File: src/rtl/data_mem_arbiter_pkg.sv
// Shared definitions for the data memory arbiter.
// Contents: address/data width constants, arbiter state enum, port id type.
package dmem_pkg;
  localparam int ADDR_W = 10;
  localparam int DATA_W = 32;

  typedef enum logic {
    ARB_IDLE   = 1'b0,
    ARB_LOCKED = 1'b1
  } arb_state_t;

  typedef logic port_id_t;
endpackage

File: src/rtl/data_mem_arbiter_if.sv
// Requester-side bus of the data memory arbiter: two request ports with
// grant and registered read response.
//   master : requester side (drives req/lock/we/addr/wdata)
//   slave  : arbiter side  (drives gnt/rvalid/rdata)
interface data_mem_arbiter_if #(
  parameter int ADDR_W = dmem_pkg::ADDR_W,
  parameter int DATA_W = dmem_pkg::DATA_W
);
  logic              req0,    req1;
  logic              lock0,   lock1;
  logic              we0,     we1;
  logic [ADDR_W-1:0] addr0,   addr1;
  logic [DATA_W-1:0] wdata0,  wdata1;
  logic              gnt0,    gnt1;
  logic              rvalid0, rvalid1;
  logic [DATA_W-1:0] rdata0,  rdata1;

  modport master (
    output req0, req1, lock0, lock1, we0, we1, addr0, addr1, wdata0, wdata1,
    input  gnt0, gnt1, rvalid0, rvalid1, rdata0, rdata1
  );

  modport slave (
    input  req0, req1, lock0, lock1, we0, we1, addr0, addr1, wdata0, wdata1,
    output gnt0, gnt1, rvalid0, rvalid1, rdata0, rdata1
  );
endinterface

File: src/rtl/data_mem_arbiter_rr_pick2.sv
// Combinational two-way round-robin picker.
//   req_i        : request vector
//   last_grant_i : port granted most recently (loses a conflict)
//   gnt_o        : one-hot grant (zero when nothing requests)
//   winner_id_o  : index of the granted port (0 when no grant)
module rr_pick2
  import dmem_pkg::*;
(
  input  logic [1:0] req_i,
  input  port_id_t   last_grant_i,
  output logic [1:0] gnt_o,
  output port_id_t   winner_id_o
);
  always_comb begin
    gnt_o       = 2'b00;
    winner_id_o = 1'b0;
    case (req_i)
      2'b01: begin gnt_o = 2'b01; winner_id_o = 1'b0; end
      2'b10: begin gnt_o = 2'b10; winner_id_o = 1'b1; end
      2'b11: begin
        winner_id_o = ~last_grant_i;
        gnt_o       = last_grant_i ? 2'b01 : 2'b10;
      end
      default: ;
    endcase
  end
endmodule

File: src/rtl/data_mem_arbiter.sv
// Two-port round-robin arbiter for the single-ported dataMemory with
// lockable bursts (capped at MAX_LOCK grants) and registered read return.
//   clk, resetN : clock, asynchronous active-low reset
//   bus         : requester ports (slave modport)
//   memWE/memAddr/memDataIn : to dataMemory
//   memDataOut  : combinational read data from dataMemory
module data_mem_arbiter #(
  parameter int ADDR_W   = dmem_pkg::ADDR_W,
  parameter int DATA_W   = dmem_pkg::DATA_W,
  parameter int MAX_LOCK = 4
) (
  input  logic                    clk,
  input  logic                    resetN,
  data_mem_arbiter_if.slave       bus,
  output logic                    memWE,
  output logic [ADDR_W-1:0]       memAddr,
  output logic [DATA_W-1:0]       memDataIn,
  input  logic [DATA_W-1:0]       memDataOut
);
  import dmem_pkg::*;

  localparam int CNT_W = (MAX_LOCK < 2) ? 1 : $clog2(MAX_LOCK + 1);

  arb_state_t        state_q,     state_d;
  port_id_t          ownerId_q,   ownerId_d;
  logic [CNT_W-1:0]  lockCnt_q,   lockCnt_d;
  port_id_t          lastGrant_q, lastGrant_d;
  logic [1:0]        rvalid_q,    rvalid_d;
  logic [DATA_W-1:0] rdata0_q,    rdata0_d;
  logic [DATA_W-1:0] rdata1_q,    rdata1_d;

  logic [1:0]       req, lock, we, rr_gnt, gnt;
  port_id_t         rr_win, win;
  logic             owner_active, granted;
  logic [CNT_W-1:0] cnt_inc;

  assign req  = {bus.req1,  bus.req0};
  assign lock = {bus.lock1, bus.lock0};
  assign we   = {bus.we1,   bus.we0};

  rr_pick2 u_pick (
    .req_i        (req),
    .last_grant_i (lastGrant_q),
    .gnt_o        (rr_gnt),
    .winner_id_o  (rr_win)
  );

  // A locked owner that keeps requesting bypasses round-robin; if it drops
  // its request the cycle falls back to plain round-robin.
  assign owner_active = (state_q == ARB_LOCKED) && req[ownerId_q];
  assign cnt_inc      = lockCnt_q + 1'b1;

  always_comb begin
    win = owner_active ? ownerId_q : rr_win;
    gnt = owner_active ? (ownerId_q ? 2'b10 : 2'b01) : rr_gnt;
    if (!resetN) gnt = 2'b00;
    granted = |gnt;

    memWE     = granted & we[win];
    memAddr   = '0;
    memDataIn = '0;
    if (granted) begin
      memAddr   = win ? bus.addr1  : bus.addr0;
      memDataIn = win ? bus.wdata1 : bus.wdata0;
    end

    state_d     = ARB_IDLE;
    ownerId_d   = ownerId_q;
    lockCnt_d   = '0;
    lastGrant_d = granted ? win : lastGrant_q;
    if (owner_active) begin
      if (lock[ownerId_q] && (cnt_inc < CNT_W'(MAX_LOCK))) begin
        state_d   = ARB_LOCKED;
        lockCnt_d = cnt_inc;
      end
    end else if (granted && lock[win] && (MAX_LOCK > 1)) begin
      state_d   = ARB_LOCKED;
      ownerId_d = win;
      lockCnt_d = CNT_W'(1);
    end

    rvalid_d[0] = granted && (win == 1'b0) && !we[0];
    rvalid_d[1] = granted && (win == 1'b1) && !we[1];
    rdata0_d    = rvalid_d[0] ? memDataOut : rdata0_q;
    rdata1_d    = rvalid_d[1] ? memDataOut : rdata1_q;
  end

  always_ff @(posedge clk or negedge resetN) begin
    if (!resetN) begin
      state_q     <= ARB_IDLE;
      ownerId_q   <= 1'b0;
      lockCnt_q   <= '0;
      lastGrant_q <= 1'b1;
      rvalid_q    <= 2'b00;
      rdata0_q    <= '0;
      rdata1_q    <= '0;
    end else begin
      state_q     <= state_d;
      ownerId_q   <= ownerId_d;
      lockCnt_q   <= lockCnt_d;
      lastGrant_q <= lastGrant_d;
      rvalid_q    <= rvalid_d;
      rdata0_q    <= rdata0_d;
      rdata1_q    <= rdata1_d;
    end
  end

  assign bus.gnt0    = gnt[0];
  assign bus.gnt1    = gnt[1];
  assign bus.rvalid0 = rvalid_q[0];
  assign bus.rvalid1 = rvalid_q[1];
  assign bus.rdata0  = rdata0_q;
  assign bus.rdata1  = rdata1_q;
endmodule

File: src/flat_wrapper.sv
// flat-port wrapper written by rule: the top's interface ports become plain ports
module data_mem_arbiter_flat import dmem_pkg::*;
#(
  parameter int ADDR_W   = dmem_pkg::ADDR_W,
  parameter int DATA_W   = dmem_pkg::DATA_W,
  parameter int MAX_LOCK = 4
)
  (clk, resetN, memWE, memAddr, memDataIn, memDataOut, bus_req0, bus_req1, bus_lock0, bus_lock1, bus_we0, bus_we1, bus_addr0, bus_addr1, bus_wdata0, bus_wdata1, bus_gnt0, bus_gnt1, bus_rvalid0, bus_rvalid1, bus_rdata0, bus_rdata1);
  data_mem_arbiter_if #(.ADDR_W(ADDR_W), .DATA_W(DATA_W)) bus_i ();
  input  logic clk;
  input  logic resetN;
  output logic memWE;
  output logic [ADDR_W-1:0] memAddr;
  output logic [DATA_W-1:0] memDataIn;
  input  logic [DATA_W-1:0] memDataOut;
  input wire logic [$bits(bus_i.req0)-1:0] bus_req0;
  input wire logic [$bits(bus_i.req1)-1:0] bus_req1;
  input wire logic [$bits(bus_i.lock0)-1:0] bus_lock0;
  input wire logic [$bits(bus_i.lock1)-1:0] bus_lock1;
  input wire logic [$bits(bus_i.we0)-1:0] bus_we0;
  input wire logic [$bits(bus_i.we1)-1:0] bus_we1;
  input wire logic [$bits(bus_i.addr0)-1:0] bus_addr0;
  input wire logic [$bits(bus_i.addr1)-1:0] bus_addr1;
  input wire logic [$bits(bus_i.wdata0)-1:0] bus_wdata0;
  input wire logic [$bits(bus_i.wdata1)-1:0] bus_wdata1;
  output wire logic [$bits(bus_i.gnt0)-1:0] bus_gnt0;
  output wire logic [$bits(bus_i.gnt1)-1:0] bus_gnt1;
  output wire logic [$bits(bus_i.rvalid0)-1:0] bus_rvalid0;
  output wire logic [$bits(bus_i.rvalid1)-1:0] bus_rvalid1;
  output wire logic [$bits(bus_i.rdata0)-1:0] bus_rdata0;
  output wire logic [$bits(bus_i.rdata1)-1:0] bus_rdata1;
  assign bus_i.req0 = bus_req0;
  assign bus_i.req1 = bus_req1;
  assign bus_i.lock0 = bus_lock0;
  assign bus_i.lock1 = bus_lock1;
  assign bus_i.we0 = bus_we0;
  assign bus_i.we1 = bus_we1;
  assign bus_i.addr0 = bus_addr0;
  assign bus_i.addr1 = bus_addr1;
  assign bus_i.wdata0 = bus_wdata0;
  assign bus_i.wdata1 = bus_wdata1;
  assign bus_gnt0 = bus_i.gnt0;
  assign bus_gnt1 = bus_i.gnt1;
  assign bus_rvalid0 = bus_i.rvalid0;
  assign bus_rvalid1 = bus_i.rvalid1;
  assign bus_rdata0 = bus_i.rdata0;
  assign bus_rdata1 = bus_i.rdata1;
  data_mem_arbiter #(.ADDR_W(ADDR_W), .DATA_W(DATA_W), .MAX_LOCK(MAX_LOCK)) u_core (.clk(clk), .resetN(resetN), .bus(bus_i), .memWE(memWE), .memAddr(memAddr), .memDataIn(memDataIn), .memDataOut(memDataOut));
endmodule
File: config.mk
export PLATFORM = sky130hd
export DESIGN_NAME = data_mem_arbiter_flat
export DESIGN_NICKNAME = d
export VERILOG_FILES = /design/src/rtl/data_mem_arbiter_pkg.sv /design/src/rtl/data_mem_arbiter_if.sv /design/src/rtl/data_mem_arbiter_rr_pick2.sv /design/src/rtl/data_mem_arbiter.sv /design/src/flat_wrapper.sv
export SDC_FILE = /design/constraint.sdc
export NUM_CORES = 1
export LEC_CHECK = 0
export BUFFER_PORTS_ARGS = -buffer_cell sky130_fd_sc_hd__buf_2
export CELL_PAD_IN_SITES_DETAIL_PLACEMENT = 0
export CELL_PAD_IN_SITES_GLOBAL_PLACEMENT = 1
export CORE_UTILIZATION = 31
export DETAILED_ROUTE_END_ITERATION = 8
export PLACE_DENSITY_LB_ADDON = 0.1
export SETUP_SLACK_MARGIN = 0.02
export SKIP_CTS_REPAIR_TIMING = 1
export SLEW_MARGIN = 15
export SYNTH_ARGS = -nofsm -noshare
export SYNTH_HDL_FRONTEND = slang
export SYNTH_SLANG_ARGS = --single-unit
File: constraint.sdc
create_clock -name clk -period 2.5 [get_ports clk]
set_input_delay 0.5 -clock clk [delete_from_list [all_inputs] [get_ports clk]]
set_output_delay 0.5 -clock clk [all_outputs]
set_load 0.005 [all_outputs]
==> run summary, run 1 <==
Wire per inst: 15.7 um
Worst path required time: 2.00 ns
CTS sink count: 72
RR Endpoint: u_core.bus.rdata1[26]
Crit end category: output port
CTS buffer count: 9
Fin nets: 591
Post-synth EDFFs: 0
Reg clk slew, reported paths: 0.08 ns
Post-synthesis cell type count: 34
Num rows: 37
Die Area: 11400 sq um
Fin. max-slew vios: 0
Type of the tightest min-delay check: input pin to flip-flop
Post-DRT Antenna Nets: 0
Crit path depth: 7
WHS: 0.384 ns
Critical Path Fanout Max: 23
Fraction of layout cells with a size suffix above 1: 0.633
Drt total wl: 9530 um
Worst r2r src: u_core.state_q
Synth async-reset ratio: 1.00
Slowest cell delay on critical path: 0.57 ns
WP data arrival: 1.88 ns
WS Path Type: flip-flop to output port
Worst slew pin tran: 0.858 ns
Post-Syn Nets: 354
Bufs on Longest Clock Path: 2
Sequential area share after synthesis: 0.529
Status: finished clean
Area Overhead vs Synth: 45.6%
CP cell instances: nand2b_4 -> a21bo_4 -> nand3_2 -> inv_4 -> buf_12 -> a22o_1 -> buf_2
DIE WIDTH: 107 um
Pre-antenna DRT Iters: 4
Clock Skew: 0.0101 ns
Initial Utilization: 0.324
RSZ-0062 raised after global routing: false
Commonest non-fill, non-tap cell in the layout: buf_2
Initial antenna violation count: 0
Design area: 4960 sq um
Grt total ovfl: 0
Placed instance area: 4710 sq um
Register Area: 1810 sq um
Flop-to-flop setup slack: 0.54 ns
Post-route minimum period: 2.38 ns
Fin crit share: 0.952
Clock root cell: clkbuf_8
Final setup TNS: 0 ns
Clock Latency Late Sink: 0.34 ns
Buf+Inv Stages, Crit Path: 3
Synthesized instance count: 229
Yosys warns: 0
#FFs+latches synth: 72
Global-route wire length before repair: 14700 um
Maximum vdd ir drop: 442 uV
Slowest CP cell: dfstp_2
Final GP Congestion: 0.776
Via Count: 2823
Vias in the first global route: 2849
Worst path top cell family by delay: flip-flops
CTS tree: built
Most frequent cells in the layout: buf_2, dfrtp_1, a22o_1
Diode count: 0
# DRC: 0
# setup viols final: 0
Post-Syn Area: 3410 sq um
I/O pin count: 235
H-tree levels: 3
FILL cells: 990
Area occupied by multi-input gates: 1470 sq um
MaxCap Viol Count: 0
Vias per cell: 4.65
CP startpoint: u_core.lastGrant_q
Leakage power: 0.00265 uW
Max Freq: 420 MHz
Port bufs: 234
Largest net degree at the start of global routing: 69
Core Footprint: 10500 sq um
Overall power: 3750 uW
Final-report hold violation count: 0
Crit path launch type: flip-flop
Initial DRC count: 115
Slew Limit Headroom: 0.428
Average size of a mapped cell: 14.9 sq um
Main synth FF type: dfrtp_1
Cell Pwr Density: 755 nW/um^2
Reg2Reg Depth: 4
Tot GR Track Use: 0.168
CP endpoint: memDataIn[13]
Worst Hold Launch: memDataOut[17]
Die H: 107 um
Post-layout util: 0.472
Detail Placement HPWL: 7150 um
synthesized netlist by cell type (2+ instances only):
| cell | count | area share |
|---|---|---|
| dfrtp_1 | 71 | 0.52 |
| o211ai_1 | 2 | 0.0044 |
| clkbuf_1 | 4 | 0.0044 |
| buf_12 | 3 | 0.018 |
| inv_2 | 2 | 0.0022 |
| mux2_1 | 36 | 0.12 |
| mux2_4 | 29 | 0.13 |
| nand2b_4 | 2 | 0.0081 |
| nand2_1 | 2 | 0.0022 |
| nand3_1 | 2 | 0.0029 |
| buf_2 | 8 | 0.012 |
| inv_1 | 4 | 0.0044 |
| a22o_1 | 43 | 0.11 |
state kept, by name, summed over array words and instances (netlist names):
register	flops
u_core.bus.rdata0	32
u_core.bus.rdata1	32
u_core.lastGrant_q	1
u_core.lockCnt_q	3
u_core.ownerId_q	1
u_core.rvalid_q	2
u_core.state_q	1
per-layer routing:
layer  part of all wire  up-vias  global-route usage
met2               0.47      120               0.262
met4              0.010        0              0.0411
met5                  0        -                   0
met3              0.068       12              0.0419
li1                   -     1327                   -
met1               0.45     1364               0.233
cells by family (layout without fill, tap and decap cells):
kind of cell / Yosys count / count (layout) / synth area share
AO/OA/AOI/OAI: 52 / 52 / 0.135
XOR/XNOR: 1 / 1 / 0.00257
adder cells (fa/ha/maj): 1 / 1 / 0.00367
buffers and inverters: 22 / 264 / 0.0437
flip-flops: 72 / 72 / 0.529
multiplexers: 66 / 66 / 0.250
other: 1 / 1 / 0.00110
AND/OR/NAND/NOR: 14 / 14 / 0.0352
worst min path at each step:
stage / to / cells past startpoint / slack [ns]
2_1_floorplan: u_core.bus.rdata0[0] / 0 / 0.20
4_1_cts: u_core.bus.rdata0[15] / 1 / -0.03
3_3_place_gp: u_core.ownerId_q / 1 / 0.34
6_report: u_core.bus.rdata1[17] / 2 / 0.38
3_5_place_dp: u_core.ownerId_q / 1 / 0.33
5_1_grt: u_core.bus.rdata1[23] / 2 / 0.36
power breakdown:
part	total [uW]	internal [uW]	switching, uW
registers	1630	1470	154
clock network	1020	568	450
logic	1100	670	433
layout make-up:
| cell class | instances | share of cell area |
|---|---|---|
| clock buffers | 10 | 0.0257 |
| clock inverters | 6 | 0.0181 |
| inverters | 6 | 0.00504 |
| multi-input cells | 135 | 0.296 |
| flip-flops and latches | 72 | 0.364 |
| well taps | 136 | 0.0343 |
| repair buffers | 242 | 0.257 |
worst register-to-register path: cells and delay by family, from the launching register on:
kind	cells	cell delay, ns
and+or+nand+nor	2	0.71
muxes	1	0.55
DFF	1	0.43
AOI/OAI and AO/OA	1	0.15
metrics by stage:
stage	worst slack (ns)	cells
final	0.119	607
after CTS	-0.00780	605
after global routing	0.0353	607
after floorplan	0.582	229
after global placement	0.335	589
after detailed placement	0.312	589
Power figures use the tool's default switching activity.
==> run 2, diff against run 1 <==
Settings changed: BUFFER_PORTS_ARGS -buffer_cell sky130_fd_sc_hd__buf_2 to not set, CORE_AREA set to 2 2 91 93, CORE_UTILIZATION 31 to not set, CTS_CLUSTER_SIZE set to 25, DIE_AREA set to 0 0 93 95, DONT_BUFFER_PORTS set to 1.
==> run 2 against run 1 <==
Against the previous run: via count down 29%; clock-buffer cell count shrank 1; sequential share of layout area is 12 points higher; clock power increased by 12%; sequential power increased by 7%; routed wire length down 3.5%; global-route usage rose by 2.9 points; critical path depth down 2; non-clock buffer count decreased by 236; worst hold slack worse by 0.36 ns; first-iteration DRC count decreased by 47%; largest cell class unchanged; highest routed layer unchanged.
==> run summary, run 2 (synthesis results as in run 1) <==
CTS tree: built
CP cell instances: nand2b_4 -> a21bo_2 -> nand3_1 -> bufinv_8 -> a22o_1
RR Endpoint: u_core.bus.rdata0[11]
Max Freq: 415 MHz
Reg clk slew, reported paths: 0.09 ns
Via Count: 2011
Type of the tightest min-delay check: input pin to asynchronous set/reset pin
Most frequent cells in the layout: dfrtp_1, a22o_1, mux2_1
Slowest CP cell: dfstp_2
WS Path Type: flip-flop to output port
Post-layout util: 0.472
Flop-to-flop setup slack: 0.53 ns
Vias per cell: 5.91
Die H: 95 um
Worst path required time: 2.00 ns
Routing usage on met1: 0.201
# DRC: 0
Tot GR Track Use: 0.196
Final-report hold violation count: 0
I/O pin count: 235
Buf+Inv Stages, Crit Path: 1
Met2 usage: 0.333
Global-route wire length before repair: 12700 um
Initial DRC count: 61
MaxCap Viol Count: 0
Clock root cell: clkbuf_8
Area Overhead vs Synth: 9.77%
Grt total ovfl: 0
Num rows: 33
Gr busiest metal: met2
Non-filler cells, final: 340
DIE WIDTH: 93 um
Crit path launch type: flip-flop
Critical Path Fanout Max: 44
H-tree levels: 3
Port bufs: 0
Vias in the first global route: 2153
Final GP Congestion: 0.845
WP data arrival: 1.91 ns
Clock Skew: 0.0152 ns
Wire per inst: 27.0 um
Die Area: 8840 sq um
Leakage power: 0.00168 uW
Crit end category: output port
Fin. max-slew vios: 0
Diode count: 0
Bufs on Longest Clock Path: 2
Pre-antenna DRT Iters: 4
CTS sink count: 72
RSZ-0062 raised after global routing: false
Fin crit share: 0.963
Overall power: 3470 uW
Met3 Use GR: 0.0998
Maximum vdd ir drop: 353 uV
Worst path top cell family by delay: flip-flops
Largest net degree at the start of global routing: 77
Reg2Reg Depth: 5
Initial antenna violation count: 0
Drt total wl: 9200 um
Post-route minimum period: 2.41 ns
Commonest non-fill, non-tap cell in the layout: dfrtp_1
Dpl cells: 323
Initial Utilization: 0.430
Detail Placement HPWL: 7020 um
Fin nets: 355
Post-DRT Antenna Nets: 0
CTS buffer count: 9
# setup viols final: 0
Fraction of layout cells with a size suffix above 1: 0.260
Cell Pwr Density: 928 nW/um^2
Slowest cell delay on critical path: 0.59 ns
Core Footprint: 7930 sq um
Clock Latency Late Sink: 0.36 ns
Status: finished clean
Worst r2r src: u_core.lastGrant_q
## run 2: changes by cell type in the layout (fill, tap and decap cells not counted), sizes merged
cell,previous run,this run
buf,241,6
bufinv,2,4
clkbuf,10,9
clkinv,1,2
clkinvlp,1,0
dlygate4sd3,1,0
inv,8,7
## run 2: power breakdown
part	switching, uW	internal [uW]
clock network	465	673
registers	269	1480
logic	227	360
## run 2: area by class of cell
cell class,instances,area (sq um)
well taps,105,131
flip-flops and latches,72,1800
inverters,6,36.3
multi-input cells,135,1460
fillers,714,4190
repair buffers,6,65.1
clock inverters,7,125
clock buffers,9,124
## run 2: worst max-delay path by stage
stage | from | to | slack, ns | cells past startpoint
floorplan | bus_req1 | memAddr[1] | 0.58 | 4
finish | u_core.lastGrant_q | memDataIn[16] | 0.09 | 5
global placement | u_core.state_q | memDataIn[16] | 0.33 | 5
global route | u_core.ownerId_q | memAddr[3] | 0.02 | 5
CTS | u_core.ownerId_q | memDataIn[16] | -0.15 | 5
detailed placement | u_core.ownerId_q | memDataIn[16] | 0.25 | 5
## run 2: stage by stage
| stage | cell area, sq um | TNS [ns] | hold WS, ns | worst slack, ns |
|---|---|---|---|---|
| 4_1_cts | 3700 | -3.32 | -0.187 | -0.147 |
| 5_1_grt | 3740 | 0 | 0.0130 | 0.0204 |
| 3_5_place_dp | 3450 | 0 | 0.206 | 0.248 |
| 3_3_place_gp | 3450 | 0 | 0.207 | 0.330 |
| 6_report | 3740 | 0 | 0.0197 | 0.0914 |
| 2_1_floorplan | 3410 | 0 | 0.204 | 0.582 |
## run 2: routing by layer
layer  vias up  wire (um)
met1       995       2970
met2       142       4830
met5         -          0
met3        22       1120
met4         0        283
li1        852          -
